**config.mk**
```make
export PLATFORM = sky130hd
export DESIGN_NAME = mult_booth4_ctrl
export DESIGN_NICKNAME = d
export VERILOG_FILES = /design/src/rtl/mult_pkg.sv /design/src/rtl/mult_booth4_ctrl_step.sv /design/src/rtl/mult_booth4_ctrl.sv
export SDC_FILE = /design/constraint.sdc
export NUM_CORES = 1
export LEC_CHECK = 0
export ABC_CLOCK_PERIOD_IN_PS = 4900
export CORE_ASPECT_RATIO = 0.9
export CORE_UTILIZATION = 56
export DETAILED_ROUTE_END_ITERATION = 10
export PLACE_DENSITY = 0.81
export SYNTH_ARGS = -nofsm -noshare
export SYNTH_HDL_FRONTEND = slang
export SYNTH_SLANG_ARGS = --single-unit
```
**constraint.sdc**
```tcl
create_clock -name clock -period 4.9 [get_ports clock]
set_input_delay 1.47 -clock clock [delete_from_list [all_inputs] [get_ports clock]]
set_output_delay 1.47 -clock clock [all_outputs]
set_load 0.05 [all_outputs]
```
**src/rtl/mult_pkg.sv**
```systemverilog
// Shared constants, state encoding and Booth digit codes for the radix-4 multiplier.
// The Booth code is the low three bits of the product/multiplier register.
package mult_pkg;

  localparam int MULT_WIDTH = 32;

  function automatic int iter_count(input int w);
    return w / 2;
  endfunction

  localparam int ITER = iter_count(MULT_WIDTH);

  typedef enum logic [1:0] {
    ST_IDLE = 2'd0,
    ST_RUN  = 2'd1,
    ST_DONE = 2'd2
  } mult_state_e;

  localparam logic [2:0] BOOTH_Z0  = 3'b000;
  localparam logic [2:0] BOOTH_P1A = 3'b001;
  localparam logic [2:0] BOOTH_P1B = 3'b010;
  localparam logic [2:0] BOOTH_P2  = 3'b011;
  localparam logic [2:0] BOOTH_M2  = 3'b100;
  localparam logic [2:0] BOOTH_M1A = 3'b101;
  localparam logic [2:0] BOOTH_M1B = 3'b110;
  localparam logic [2:0] BOOTH_Z1  = 3'b111;

endpackage

```
**src/rtl/mult_booth4_ctrl_step.sv**
```systemverilog
// One radix-4 Booth iteration: encode P[2:0], add 0/+-A/+-2A into the upper field,
// then arithmetic shift the whole register right by two.
module booth4_step
  import mult_pkg::*;
#(
  parameter int WIDTH = MULT_WIDTH
) (
  input  logic [2*WIDTH+2:0] p,
  input  logic [WIDTH-1:0]   a,
  output logic [2*WIDTH+2:0] p_next
);

  localparam int HW = WIDTH + 2;

  logic [HW-1:0]      hi;
  logic [HW-1:0]      a_ext;
  logic [HW-1:0]      operand;
  logic               cin;
  logic [HW-1:0]      sum;
  logic [2*WIDTH+2:0] updated;

  assign hi    = p[2*WIDTH+2:WIDTH+1];
  assign a_ext = {{2{a[WIDTH-1]}}, a};

  // Subtraction uses the inverted operand; its +1 rides in as the carry-in.
  always_comb begin
    operand = '0;
    cin     = 1'b0;
    case (p[2:0])
      BOOTH_P1A, BOOTH_P1B: begin
        operand = a_ext;
        cin     = 1'b0;
      end
      BOOTH_P2: begin
        operand = {a_ext[HW-2:0], 1'b0};
        cin     = 1'b0;
      end
      BOOTH_M2: begin
        operand = ~{a_ext[HW-2:0], 1'b0};
        cin     = 1'b1;
      end
      BOOTH_M1A, BOOTH_M1B: begin
        operand = ~a_ext;
        cin     = 1'b1;
      end
      default: begin
        operand = '0;
        cin     = 1'b0;
      end
    endcase
  end

  assign sum     = hi + operand + {{(HW-1){1'b0}}, cin};
  assign updated = {sum, p[WIDTH:0]};
  assign p_next  = {{2{sum[HW-1]}}, updated[2*WIDTH+2:2]};

endmodule

```
**src/rtl/mult_booth4_ctrl.sv**
```systemverilog
// Sequenced radix-4 Booth signed multiplier: holds P, the latched multiplicand,
// the iteration counter and the registered result/exception/ready outputs.
//
// state | meaning
// IDLE  | waiting for ctrl_MULT
// RUN   | one Booth iteration per clock, WIDTH/2 in total
// DONE  | result registered, data_resultRDY high for this one cycle
module mult_booth4_ctrl
  import mult_pkg::*;
#(
  parameter int WIDTH = MULT_WIDTH
) (
  input  logic             clock,
  input  logic             reset,
  input  logic             ctrl_MULT,
  input  logic [WIDTH-1:0] data_operandA,
  input  logic [WIDTH-1:0] data_operandB,
  output logic [WIDTH-1:0] data_result,
  output logic             data_exception,
  output logic             data_resultRDY,
  output logic             busy
);

  localparam int PW     = 2*WIDTH + 3;
  localparam int ITER_N = iter_count(WIDTH);
  localparam int CW     = (ITER_N > 1) ? $clog2(ITER_N) : 1;
  localparam logic [CW-1:0] LAST_CNT = CW'(ITER_N - 1);

  mult_state_e      state;
  logic [PW-1:0]    p;
  logic [PW-1:0]    p_next;
  logic [WIDTH-1:0] a_reg;
  logic [CW-1:0]    cnt;
  logic [WIDTH:0]   top_bits;
  logic             overflow;

  booth4_step #(.WIDTH(WIDTH)) u_step (
    .p      (p),
    .a      (a_reg),
    .p_next (p_next)
  );

  // Product bits 2W-1..W-1 must all match the result sign for it to fit.
  assign top_bits = p_next[2*WIDTH:WIDTH];
  assign overflow = !((&top_bits) || !(|top_bits));

  always_ff @(posedge clock) begin
    if (reset) begin
      state          <= ST_IDLE;
      p              <= '0;
      a_reg          <= '0;
      cnt            <= '0;
      busy           <= 1'b0;
      data_resultRDY <= 1'b0;
      data_result    <= '0;
      data_exception <= 1'b0;
    end else if (ctrl_MULT) begin
      state          <= ST_RUN;
      p              <= {{(WIDTH+2){1'b0}}, data_operandB, 1'b0};
      a_reg          <= data_operandA;
      cnt            <= '0;
      busy           <= 1'b1;
      data_resultRDY <= 1'b0;
    end else begin
      case (state)
        ST_RUN: begin
          p   <= p_next;
          cnt <= cnt + 1'b1;
          if (cnt == LAST_CNT) begin
            state          <= ST_DONE;
            busy           <= 1'b0;
            data_resultRDY <= 1'b1;
            data_result    <= p_next[WIDTH:1];
            data_exception <= overflow;
          end
        end
        ST_DONE: begin
          state          <= ST_IDLE;
          data_resultRDY <= 1'b0;
        end
        default: begin
          state          <= ST_IDLE;
          busy           <= 1'b0;
          data_resultRDY <= 1'b0;
        end
      endcase
    end
  end

endmodule

```
==> impl_table.tex, run 1 <==
\begin{tabular}{lr}
\hline
Metric & Value \\
\hline
\multicolumn{2}{l}{\textbf{Pwr}} \\
\quad Comb pwr share & 0.148 \\
\quad Clock power frac & 0.450 \\
\quad NetSw & 785 µW \\
\quad Switching part of the total power & 0.265 \\
\quad Share of power burned in registers & 0.402 \\
\quad Power density of the placed cells & 307 mW/mm² \\
\quad Cell-internal power & 2.18 mW \\
\quad Total power after layout & 2.96 mW \\
\quad Peak supply drop & 336 µV \\
\quad LEAKAGE & 3.77 nW \\
\multicolumn{2}{l}{\textbf{STA}} \\
\quad Max Clock Skew & 0.00956 ns \\
\quad Slew at the pin with the worst max-slew slack & 1.05 ns \\
\quad Final Hold Viols & 0 \\
\quad Final hold slack & 0.451 ns \\
\quad Max Transition Viols Final & 0 \\
\quad Number of failing setup endpoints in the final timing report & 0 \\
\quad Setup repair after global routing missed its margin & false \\
\quad Share of the cycle needed by the critical path after routing & 0.879 \\
\quad Sum Neg Setup Slack & 0 ns \\
\quad Worst relative slew slack & 0.300 \\
\quad Fmax & 0.232 GHz \\
\quad Final critical delay including setup and external delays & 4.31 ns \\
\multicolumn{2}{l}{\textbf{Floorplan}} \\
\quad Core box area & 0.0136 mm² \\
\quad Initial Util & 0.585 \\
\quad Floorplan die area & 0.0147 mm² \\
\quad X dimension of the die & 128 µm \\
\quad Die Height & 115 µm \\
\quad Count of standard-cell rows & 40 \\
\quad I/O Pins & 102 \\
\multicolumn{2}{l}{\textbf{Routing}} \\
\quad Total via count in the routed design & 7652 \\
\quad Per-cell routed wire length & 15.8 µm \\
\quad Number of design-rule violations left by the first detailed-router iteration & 738 \\
\quad DRC viols & 0 \\
\quad Post-DR vias/cell & 5.75 \\
\quad Number of routed nets with antenna violations & 0 \\
\quad Detailed-router iteration count before antenna repair & 5 \\
\quad Total detailed-routing wirelength & 21000 µm \\
\multicolumn{2}{l}{\textbf{Global routing}} \\
\quad Antenna violations before repair & 0 \\
\quad Vias in the first global route & 6874 \\
\quad Congestion Overflow GR & 0 \\
\quad Tot GR Track Use & 0.291 \\
\quad First-pass GRT wire length & 34100 µm \\
\quad Pin count of the biggest net entering global routing & 102 \\
\multicolumn{2}{l}{\textbf{Clocking}} \\
\quad H-Tree Depth & 4 \\
\quad Clock Path Buffers & 2 \\
\quad Number of buffers inserted during clock tree synthesis & 17 \\
\quad Resize count post-CTS & 0 \\
\quad Buffers inserted during post-CTS setup optimization & 0 \\
\quad CTS Sinks & 137 \\
\quad Number of buffers added to fix hold violations after cts & 0 \\
\quad Clk Tree Root Cell & clkbuf\_16 \\
\quad TritonCTS clock tree & yes \\
\quad Clock latency on the worst-skew pair & 0.43 ns \\
\quad CTS clock-pin slew for the worst setup and hold paths & 0.06 ns \\
\multicolumn{2}{l}{\textbf{Final layout}} \\
\quad Ant diodes & 0 \\
\quad Post-synthesis to final-layout area growth & 21.0\% \\
\quad Max reg flops & 65 \\
\quad Sequential cell area & 0.00274 mm² \\
\quad Multi-input logic area & 0.00490 mm² \\
\quad Final-stage net count & 1231 \\
\quad Fraction of layout instances using a drive strength above 1 & 0.0578 \\
\quad Fill cells & 1110 \\
\multicolumn{2}{l}{\textbf{Critical path}} \\
\quad Critical path capture point type & flip-flop \\
\quad CP cell instances & xor2\_2, buf\_4, a22oi\_1, o21ai\_0, ha\_1, a21oi\_1, o21ai\_2, a311oi\_2, nand3\_1, a211oi\_2, or2\_1, o31ai\_1, nor4\_1, nand4b\_1, o32ai\_1, nor3\_1 \\
\quad Family with the most delay on the worst path & compound AO/OA/AOI/OAI gates \\
\quad Slowest cell on the critical path & xor2\_2 \\
\quad Crit path buf inv count & 1 \\
\quad Kind of critical path & reg -> reg \\
\quad Delay of the slowest cell on the worst path & 0.57 ns \\
\quad Worst endpoint data arrival time & 4.58 ns \\
\quad Critical-path maximum fanout & 15 \\
\quad Critical path startpoint category & flip-flop \\
\quad Required arrival time at the worst endpoint & 5.17 ns \\
\multicolumn{2}{l}{\textbf{Yosys}} \\
\quad Nets in the synthesized netlist & 1174 \\
\quad Flop and latch count out of synthesis & 137 \\
\quad Cells after Synth & 1072 \\
\quad Post-synthesis average cell area & 7.43 µm² \\
\quad Number of synthesized flops with an enable pin & 0 \\
\quad Cell area after synthesis & 0.00797 mm² \\
\quad Yosys warns & 0 \\
\quad Portion of the post-synthesis area used by sequential elements & 0.344 \\
\quad Async set-reset flop share out of synthesis & 0 \\
\quad Number of library cell types mapped by synthesis & 68 \\
\quad Primary FF master, synth & dfxtp\_1 \\
\multicolumn{2}{l}{\textbf{Place}} \\
\quad Final Wtd Congestion & 0.967 \\
\quad Count of port buffers added during placement & 101 \\
\quad Detail Placement HPWL & 14300 µm \\
\multicolumn{2}{l}{\textbf{Outcome}} \\
\quad Result of the run & completed \\
\multicolumn{2}{l}{\textbf{Run}} \\
\quad Number of violations of the max-capacitance limit & 0 \\
\multicolumn{2}{l}{\textbf{Hold path}} \\
\quad Class of the tightest hold or removal check & reg -> reg \\
\hline
\end{tabular}
==> cells by family after synthesis <==
family | after synthesis | synth area share
and+or+nand+nor | 404 | 0.213
AOI/OAI and AO/OA | 311 | 0.230
DFF | 137 | 0.344
buffers and inverters | 89 | 0.0436
xor gates and xnor gates | 63 | 0.0702
adders and majority gates | 35 | 0.0568
muxes | 33 | 0.0414
==> synth_stat cells (5+ instances only) <==
cell / instances / area [µm²]
ha_1: 33 / 413
nand4_1: 9 / 56.3
xor2_1: 46 / 403
o211ai_1: 7 / 52.6
a21oi_1: 167 / 836
nor2_1: 133 / 499
a21o_1: 11 / 82.6
nand3_1: 11 / 55.1
xnor2_1: 16 / 140
o21ai_0: 47 / 235
a211oi_1: 5 / 37.5
o21bai_1: 5 / 37.5
clkbuf_1: 53 / 199
nand2_1: 203 / 762
buf_2: 5 / 25.0
nor3_1: 8 / 40.0
a22oi_1: 30 / 225
nor4_1: 6 / 37.5
inv_1: 13 / 48.8
nand2b_1: 7 / 43.8
buf_1: 16 / 60.1
dfxtp_1: 137 / 2740
mux2i_1: 33 / 330
o21ai_1: 6 / 30.0
==> final cells by class <==
cell class	instances	share of cell area
Inverter	13	0.00506
Timing Repair Buffer	114	0.114
Clock inverter	10	0.0147
Tap cell	189	0.0245
Clock buffer	22	0.0492
Multi-Input combinational cell	846	0.508
Sequential cell	137	0.284
==> worst min-delay path, delay by kind of cell, from the launching register on <==
family / cells / cell delay [ns]
flops: 1 / 0.31
simple gates: 1 / 0.05
compound gates: 1 / 0.05
==> metrics by stage <==
step / worst slack (ns) / util / area, µm² / instances
floorplan: 0.926 / - / 7970 / 1072
global placement: 0.664 / 0.663 / 9030 / 1299
detailed placement: 0.668 / 0.663 / 9030 / 1299
CTS: 0.646 / 0.709 / 9650 / 1331
global route: 0.172 / 0.709 / 9650 / 1331
finish: 0.591 / 0.709 / 9650 / 1331
==> placed cells by master (no fill, tap or decap), types with 13 or more instances in the layout <==
| cell type | instances |
|---|---|
| nand2_1 | 203 |
| clkbuf_16 | 17 |
| mux2i_1 | 33 |
| a22oi_1 | 30 |
| inv_1 | 13 |
| buf_4 | 15 |
| dfxtp_1 | 136 |
| xnor2_1 | 16 |
| a21oi_1 | 167 |
| o21ai_0 | 47 |
| ha_1 | 33 |
| xor2_1 | 45 |
| clkdlybuf4s50_1 | 99 |
| nor2_1 | 133 |
==> final timing paths <==
path / endpoint / slack, ns / start / depth (start not counted)
setup / recovery: data_exception / 0.59 / p[1] / 16
hold / removal: data_result[5] / 0.45 / data_result[5] / 2
setup reg to reg: data_exception / 0.59 / p[1] / 16
hold reg to reg: data_result[5] / 0.45 / data_result[5] / 2
==> power by group through the flow <==
stage	combinational [mW]	clock [mW]	sequential, mW
3_5_place_dp	0.428	0	1.21
4_1_cts	0.432	1.35	1.19
2_1_floorplan	0.304	0	1.20
3_3_place_gp	0.423	0	1.21
6_report	0.438	1.33	1.19
5_1_grt	0.481	1.40	1.20
==> routing by layer <==
metal,vias up,routed length [µm],global-route usage
met5,-,0,0
met4,0,372,0.0933
met3,32,1400,0.0586
met2,285,9280,0.451
met1,3523,9920,0.405
li1,3812,-,-
(Power assumes the default switching activity.)
==> inputs of run 2 (changes only) <==
--- a/config.mk
+++ b/config.mk
@@ -6,10 +6,10 @@
 export NUM_CORES = 1
 export LEC_CHECK = 0
 export ABC_CLOCK_PERIOD_IN_PS = 4900
-export CORE_ASPECT_RATIO = 0.9
 export CORE_UTILIZATION = 56
 export DETAILED_ROUTE_END_ITERATION = 10
 export PLACE_DENSITY = 0.81
+export SLEW_MARGIN = 20
 export SYNTH_ARGS = -nofsm -noshare
 export SYNTH_HDL_FRONTEND = slang
 export SYNTH_SLANG_ARGS = --single-unit
==> impl_table.tex, run 2 (same netlist as run 1, synthesis figures left out) <==
\begin{tabular}{lr}
\hline
Metric & Value \\
\hline
\multicolumn{2}{l}{\textbf{Outcome}} \\
\quad Result of the run & completed (unchanged) \\
\multicolumn{2}{l}{\textbf{STA}} \\
\quad Sum Neg Setup Slack & 0 ns (unchanged) \\
\quad Slack of the critical path & 0.286 ns (was 0.591 ns) \\
\quad Fmax & 0.217 GHz (was 0.232 GHz) \\
\quad Slew at the pin with the worst max-slew slack & 1.02 ns (was 1.05 ns) \\
\quad Final critical delay including setup and external delays & 4.61 ns (was 4.31 ns) \\
\quad Worst relative slew slack & 0.319 (was 0.300) \\
\quad Share of the cycle needed by the critical path after routing & 0.942 (was 0.879) \\
\quad Final hold slack & 0.454 ns (was 0.451 ns) \\
\quad Max Clock Skew & 0.00999 ns (was 0.00956 ns) \\
\quad Setup repair after global routing missed its margin & false (unchanged) \\
\quad Final Hold Viols & 0 (unchanged) \\
\quad Number of failing setup endpoints in the final timing report & 0 (unchanged) \\
\quad Max Transition Viols Final & 0 (unchanged) \\
\multicolumn{2}{l}{\textbf{Routing}} \\
\quad Number of routed nets with antenna violations & 0 (unchanged) \\
\quad Total detailed-routing wirelength & 22100 µm (was 21000 µm) \\
\quad DRC viols & 0 (unchanged) \\
\quad Detailed-router iteration count before antenna repair & 6 (was 5) \\
\quad Total via count in the routed design & 7795 (was 7652) \\
\quad Per-cell routed wire length & 16.7 µm (was 15.8 µm) \\
\quad Number of design-rule violations left by the first detailed-router iteration & 834 (was 738) \\
\quad Post-DR vias/cell & 5.91 (was 5.75) \\
\multicolumn{2}{l}{\textbf{Pwr}} \\
\quad NetSw & 832 µW (was 785 µW) \\
\quad Power density of the placed cells & 311 mW/mm² (was 307 mW/mm²) \\
\quad Clock power frac & 0.454 (was 0.450) \\
\quad LEAKAGE & 3.75 nW (was 3.77 nW) \\
\quad Comb pwr share & 0.147 (was 0.148) \\
\quad Share of power burned in registers & 0.398 (was 0.402) \\
\quad Cell-internal power & 2.16 mW (was 2.18 mW) \\
\quad Peak supply drop & 323 µV (was 336 µV) \\
\quad Switching part of the total power & 0.278 (was 0.265) \\
\multicolumn{2}{l}{\textbf{Critical path}} \\
\quad Critical path startpoint category & flip-flop (unchanged) \\
\quad Critical-path maximum fanout & 16 (was 15) \\
\quad Startpoint of the lowest-slack register-to-register path & p[0] (was p[1]) \\
\quad Critical path capture point type & flip-flop (unchanged) \\
\quad Launching instance or port of the critical path & p[0] (was p[1]) \\
\quad Required arrival time at the worst endpoint & 5.17 ns (about the same) \\
\quad Kind of critical path & reg -> reg (unchanged) \\
\quad Worst endpoint data arrival time & 4.88 ns (was 4.58 ns) \\
\multicolumn{2}{l}{\textbf{Global routing}} \\
\quad Tot GR Track Use & 0.301 (was 0.291) \\
\quad First-pass GRT wire length & 34800 µm (was 34100 µm) \\
\quad Congestion Overflow GR & 0 (unchanged) \\
\quad Pin count of the biggest net entering global routing & 102 (unchanged) \\
\quad Antenna violations before repair & 0 (unchanged) \\
\quad Vias in the first global route & 7088 (was 6874) \\
\multicolumn{2}{l}{\textbf{Final layout}} \\
\quad Ant diodes & 0 (unchanged) \\
\quad Top library cells by usage in the layout, fill and taps aside & nand2\_1 (203), a21oi\_1 (167), dfxtp\_1 (136) (unchanged) \\
\quad Most frequent standard cell in the layout excluding fill and tap cells & nand2\_1 (unchanged) \\
\quad Fraction of layout instances using a drive strength above 1 & 0.0571 (was 0.0578) \\
\quad Post-synthesis to final-layout area growth & 20.6\% (was 21.0\%) \\
\quad Max reg flops & 65 (unchanged) \\
\quad Final-stage net count & 1227 (was 1231) \\
\multicolumn{2}{l}{\textbf{Clocking}} \\
\quad Clock Path Buffers & 2 (unchanged) \\
\quad CTS Sinks & 137 (unchanged) \\
\quad Clk Tree Root Cell & clkbuf\_16 (unchanged) \\
\quad Clock latency on the worst-skew pair & 0.43 ns (about the same) \\
\quad Buffers inserted during post-CTS setup optimization & 0 (unchanged) \\
\quad H-Tree Depth & 4 (unchanged) \\
\quad Resize count post-CTS & 0 (unchanged) \\
\quad CTS clock-pin slew for the worst setup and hold paths & 0.06 ns (about the same) \\
\quad TritonCTS clock tree & yes (unchanged) \\
\quad Number of buffers inserted during clock tree synthesis & 17 (unchanged) \\
\quad Number of buffers added to fix hold violations after cts & 0 (unchanged) \\
\multicolumn{2}{l}{\textbf{Hold path}} \\
\quad Class of the tightest hold or removal check & reg -> reg (unchanged) \\
\quad Hold Startpoint & data\_result[14] (was data\_result[5]) \\
\multicolumn{2}{l}{\textbf{Floorplan}} \\
\quad Initial Util & 0.574 (was 0.585) \\
\quad Core box area & 0.0139 mm² (was 0.0136 mm²) \\
\quad I/O Pins & 102 (unchanged) \\
\quad X dimension of the die & 121 µm (was 128 µm) \\
\quad Floorplan die area & 0.0147 mm² (about the same) \\
\quad Die Height & 121 µm (was 115 µm) \\
\quad Count of standard-cell rows & 43 (was 40) \\
\multicolumn{2}{l}{\textbf{Run}} \\
\quad Number of violations of the max-capacitance limit & 0 (unchanged) \\
\multicolumn{2}{l}{\textbf{Place}} \\
\quad Count of port buffers added during placement & 101 (unchanged) \\
\quad Detail Placement HPWL & 14800 µm (was 14300 µm) \\
\quad Worst slack after detailed placement & 0.437 ns (was 0.668 ns) \\
\quad Final Wtd Congestion & 0.925 (was 0.967) \\
\hline
\end{tabular}
[run 2: cell types whose count changed in the layout (fill, tap and decap cells not counted)]
cell	delta
buf_4	-4
inv_6	+4
clkbuf_1	-2
clkbuf_8	-2
clkinv_2	-2
clkinv_4	+1
inv_8	+1
or3_1	-1
or3_2	+1
[run 2: stage by stage]
step,utilization,area [µm²],cells,power [mW]
2_1_floorplan,-,7970,1072,1.51
3_3_place_gp,0.648,8990,1286,1.64
3_5_place_dp,0.648,8990,1286,1.65
4_1_cts,0.693,9620,1318,3.00
5_1_grt,0.693,9620,1318,3.10
6_report,0.693,9620,1318,2.99
[run 2: area by class of cell]
type	instances	area, µm²
fill	1136	4270
clock buffer	18	439
timing repair buffer	110	1070
multi-input combinational	846	4900
clock inverter	14	186
tap	180	225
sequential	137	2740
inverter	13	48.8
[run 2: per-layer routing]
| layer | track usage | share of wire | routed length (µm) |
|---|---|---|---|
| met5 | 0 | 0 | 0 |
| met4 | 0.113 | 0.026 | 577 |
| met3 | 0.0583 | 0.059 | 1300 |
| met2 | 0.488 | 0.47 | 10300 |
| met1 | 0.393 | 0.45 | 9900 |
[run 2: power by group through the flow]
stage | clock (mW) | sequential (mW) | combinational [mW]
6_report | 1.36 | 1.19 | 0.442
5_1_grt | 1.41 | 1.20 | 0.486
4_1_cts | 1.37 | 1.19 | 0.437
3_5_place_dp | 0 | 1.21 | 0.431
3_3_place_gp | 0 | 1.21 | 0.427
2_1_floorplan | 0 | 1.20 | 0.304
[run 2: worst paths after layout]
kind                                        end  slack, ns  cells after the start
worst max-delay path             data_exception       0.29                     15
worst min-delay path            data_result[14]       0.45                      2
worst max register to register   data_exception       0.29                     15
worst min register to register  data_result[14]       0.45                      2
[run 2: critical path, stage by stage (launching register included)]
cell	delay, ns
dfxtp_1	0.49
and3b_1	0.59
buf_4	0.32
a22oi_1	0.11
o21ai_0	0.19
ha_1	0.40
a21o_1	0.22
a311oi_2	0.36
nand3_1	0.24
a211oi_2	0.29
or2_1	0.22
o31ai_1	0.16
nor4_1	0.31
nand4b_1	0.14
o32ai_1	0.32
nor3_1	0.07
==> inputs of run 3 (changes only) <==
--- a/config.mk
+++ b/config.mk
@@ -5,10 +5,10 @@
 export SDC_FILE = /design/constraint.sdc
 export NUM_CORES = 1
 export LEC_CHECK = 0
-export ABC_CLOCK_PERIOD_IN_PS = 4900
-export CORE_UTILIZATION = 56
+export ABC_CLOCK_PERIOD_IN_PS = 3900
+export CORE_UTILIZATION = 51
 export DETAILED_ROUTE_END_ITERATION = 10
-export PLACE_DENSITY = 0.81
+export PLACE_DENSITY = 0.77
 export SLEW_MARGIN = 20
 export SYNTH_ARGS = -nofsm -noshare
 export SYNTH_HDL_FRONTEND = slang
==> constraint.sdc (replaced) <==
create_clock -name clock -period 3.9 [get_ports clock]
set_input_delay 1.17 -clock clock [delete_from_list [all_inputs] [get_ports clock]]
set_output_delay 1.17 -clock clock [all_outputs]
set_load 0.05 [all_outputs]
==> impl_table.tex, run 3 (same netlist as run 1, synthesis figures left out) <==
\begin{tabular}{lr}
\hline
Metric & Value \\
\hline
\multicolumn{2}{l}{\textbf{Outcome}} \\
\quad Result of the run & finished with violations (was completed) \\
\quad Violations in the final reports & setup timing \\
\multicolumn{2}{l}{\textbf{Critical path}} \\
\quad Worst endpoint data arrival time & 4.19 ns (was 4.88 ns) \\
\quad Worst r2r path cells & 19 (was 15) \\
\quad Critical path capture point type & flip-flop (unchanged) \\
\quad Launching instance or port of the critical path & p[0] (unchanged) \\
\quad Startpoint of the lowest-slack register-to-register path & p[0] (unchanged) \\
\quad Critical path startpoint category & flip-flop (unchanged) \\
\quad Critical-path maximum fanout & 8 (was 16) \\
\quad Setup slack on the worst flop-to-flop path & -0.03 ns (was 0.29 ns) \\
\quad Required arrival time at the worst endpoint & 4.16 ns (was 5.17 ns) \\
\quad Kind of critical path & reg -> reg (unchanged) \\
\quad Worst Setup EP & data\_exception (unchanged) \\
\quad Worst r2r dst & data\_exception (unchanged) \\
\multicolumn{2}{l}{\textbf{Routing}} \\
\quad Per-cell routed wire length & 16.9 µm (was 16.7 µm) \\
\quad DRC viols & 0 (unchanged) \\
\quad Number of design-rule violations left by the first detailed-router iteration & 604 (was 834) \\
\quad Detailed-router iteration count before antenna repair & 5 (was 6) \\
\quad Number of routed nets with antenna violations & 0 (unchanged) \\
\quad Total via count in the routed design & 8269 (was 7795) \\
\quad Post-DR vias/cell & 5.75 (was 5.91) \\
\quad Total detailed-routing wirelength & 24300 µm (was 22100 µm) \\
\multicolumn{2}{l}{\textbf{Final layout}} \\
\quad Fraction of layout instances using a drive strength above 1 & 0.190 (was 0.0571) \\
\quad Core utilization of the finished layout & 0.717 (was 0.693) \\
\quad Top library cells by usage in the layout, fill and taps aside & nand2\_1 (200), a21oi\_1 (156), dfxtp\_1 (133) (was nand2\_1 (203), a21oi\_1 (167), dfxtp\_1 (136)) \\
\quad Final-stage net count & 1339 (was 1227) \\
\quad Final design instance area without fill & 0.0109 mm² (was 0.00962 mm²) \\
\quad Ant diodes & 0 (unchanged) \\
\quad Fill cells & 1166 (was 1136) \\
\quad Number of standard cells in the final layout excluding fillers & 1438 (was 1318) \\
\quad Post-synthesis to final-layout area growth & 36.7\% (was 20.6\%) \\
\quad Most frequent standard cell in the layout excluding fill and tap cells & nand2\_1 (unchanged) \\
\quad Max reg flops & 65 (unchanged) \\
\multicolumn{2}{l}{\textbf{Place}} \\
\quad Placed standard-cell area & 0.00968 mm² (was 0.00899 mm²) \\
\quad Final Wtd Congestion & 0.976 (was 0.925) \\
\quad Cell total after placement & 1381 (was 1286) \\
\quad Detail Placement HPWL & 15900 µm (was 14800 µm) \\
\quad Count of port buffers added during placement & 101 (unchanged) \\
\quad Worst slack after detailed placement & -0.216 ns (was 0.437 ns) \\
\multicolumn{2}{l}{\textbf{STA}} \\
\quad Worst relative slew slack & 0.288 (was 0.319) \\
\quad Setup repair after global routing missed its margin & true (was false) \\
\quad Final hold slack & 0.452 ns (was 0.454 ns) \\
\quad Max Clock Skew & 0.00693 ns (was 0.00999 ns) \\
\quad Share of the cycle needed by the critical path after routing & 1.01 (was 0.942) \\
\quad Final critical delay including setup and external delays & 3.93 ns (was 4.61 ns) \\
\quad Max Transition Viols Final & 0 (unchanged) \\
\quad Number of failing setup endpoints in the final timing report & 1 (was 0) \\
\quad Final Hold Viols & 0 (unchanged) \\
\quad Sum Neg Setup Slack & -0.0326 ns (was 0 ns) \\
\quad Fmax & 0.254 GHz (was 0.217 GHz) \\
\quad Slack of the critical path & -0.0326 ns (was 0.286 ns) \\
\quad Slew at the pin with the worst max-slew slack & 1.07 ns (was 1.02 ns) \\
\multicolumn{2}{l}{\textbf{Run}} \\
\quad Number of violations of the max-capacitance limit & 0 (unchanged) \\
\multicolumn{2}{l}{\textbf{Clocking}} \\
\quad Clock Path Buffers & 2 (unchanged) \\
\quad Number of buffers added to fix hold violations after cts & 0 (unchanged) \\
\quad Clk Tree Root Cell & clkbuf\_16 (unchanged) \\
\quad H-Tree Depth & 4 (unchanged) \\
\quad CTS clock-pin slew for the worst setup and hold paths & 0.06 ns (about the same) \\
\quad TritonCTS clock tree & yes (unchanged) \\
\quad CTS Sinks & 137 (unchanged) \\
\quad Number of buffers inserted during clock tree synthesis & 17 (unchanged) \\
\quad Clock latency on the worst-skew pair & 0.43 ns (about the same) \\
\multicolumn{2}{l}{\textbf{Hold path}} \\
\quad Hold Startpoint & data\_result[3] (was data\_result[14]) \\
\quad Class of the tightest hold or removal check & reg -> reg (unchanged) \\
\quad Hold Path Depth & 2 (unchanged) \\
\multicolumn{2}{l}{\textbf{Global routing}} \\
\quad Antenna violations before repair & 0 (unchanged) \\
\quad Pin count of the biggest net entering global routing & 102 (unchanged) \\
\quad Tot GR Track Use & 0.297 (was 0.301) \\
\quad Congestion Overflow GR & 0 (unchanged) \\
\quad Vias in the first global route & 7663 (was 7088) \\
\quad First-pass GRT wire length & 38300 µm (was 34800 µm) \\
\multicolumn{2}{l}{\textbf{Floorplan}} \\
\quad Die Height & 127 µm (was 121 µm) \\
\quad I/O Pins & 102 (unchanged) \\
\quad Count of standard-cell rows & 45 (was 43) \\
\quad Core box area & 0.0152 mm² (was 0.0139 mm²) \\
\quad Initial Util & 0.524 (was 0.574) \\
\quad Floorplan die area & 0.0161 mm² (was 0.0147 mm²) \\
\quad X dimension of the die & 127 µm (was 121 µm) \\
\multicolumn{2}{l}{\textbf{Pwr}} \\
\quad Peak supply drop & 328 µV (was 323 µV) \\
\quad Total power after layout & 3.85 mW (was 2.99 mW) \\
\quad LEAKAGE & 4.40 nW (was 3.75 nW) \\
\quad Power density of the placed cells & 353 mW/mm² (was 311 mW/mm²) \\
\hline
\end{tabular}
-- run 3: how the worst min path moves through the flow --
stage,endpoint
final,data_result[3]
after CTS,data_result[3]
after floorplan,p[35]
after global placement,data_result[2]
after detailed placement,data_result[3]
after global routing,data_result[6]
-- run 3: area by class of cell --
class	count	area [µm²]	area share
Multi-Input combinational cell	846	5270	0.483
Sequential cell	137	2750	0.252
Timing Repair Buffer	222	2010	0.184
Clock buffer	19	443	0.0407
Tap cell	188	235	0.0216
Clock inverter	13	144	0.0132
Inverter	13	48.8	0.00448
-- run 3: what timing repair did --
action	4_1_cts	5_1_grt
gates resized for setup	12	94
pin swaps	8	48
gates cloned	0	1
hold endpoints to repair	0	0
endpoints found under the setup margin	2	3
buffers inserted	9	15
-- run 3: power by group --
part	switching (mW)	internal [mW]
clock	0.657	0.963
combinational	0.387	0.342
sequential	0.0491	1.45
-- run 3: per-layer routing --
metal  track usage  routed length [µm]  vias up  part of all wire
met1         0.406               11000     3896              0.45
met5             0                   0        -                 0
li1              -                   -     4034                 -
met4         0.106                 557        0             0.023
met2         0.474               11400      292              0.47
met3        0.0477                1400       47             0.057
-- run 3: critical path: stages (launching register included) --
cell and delay, ns:
dfxtp_2 0.33, buf_6 0.12, and3b_2 0.25, clkbuf_16 0.18, a22oi_1 0.18, o21ai_1 0.12
ha_1 0.35, a21oi_2 0.18, o21ai_1 0.16, a221oi_2 0.26, buf_4 0.16, nand4b_1 0.16
buf_4 0.18, a41oi_2 0.19, xnor2_2 0.11, nand2b_1 0.17, nor4_2 0.30, nand4_1 0.15
o32ai_2 0.14, nor3_1 0.08
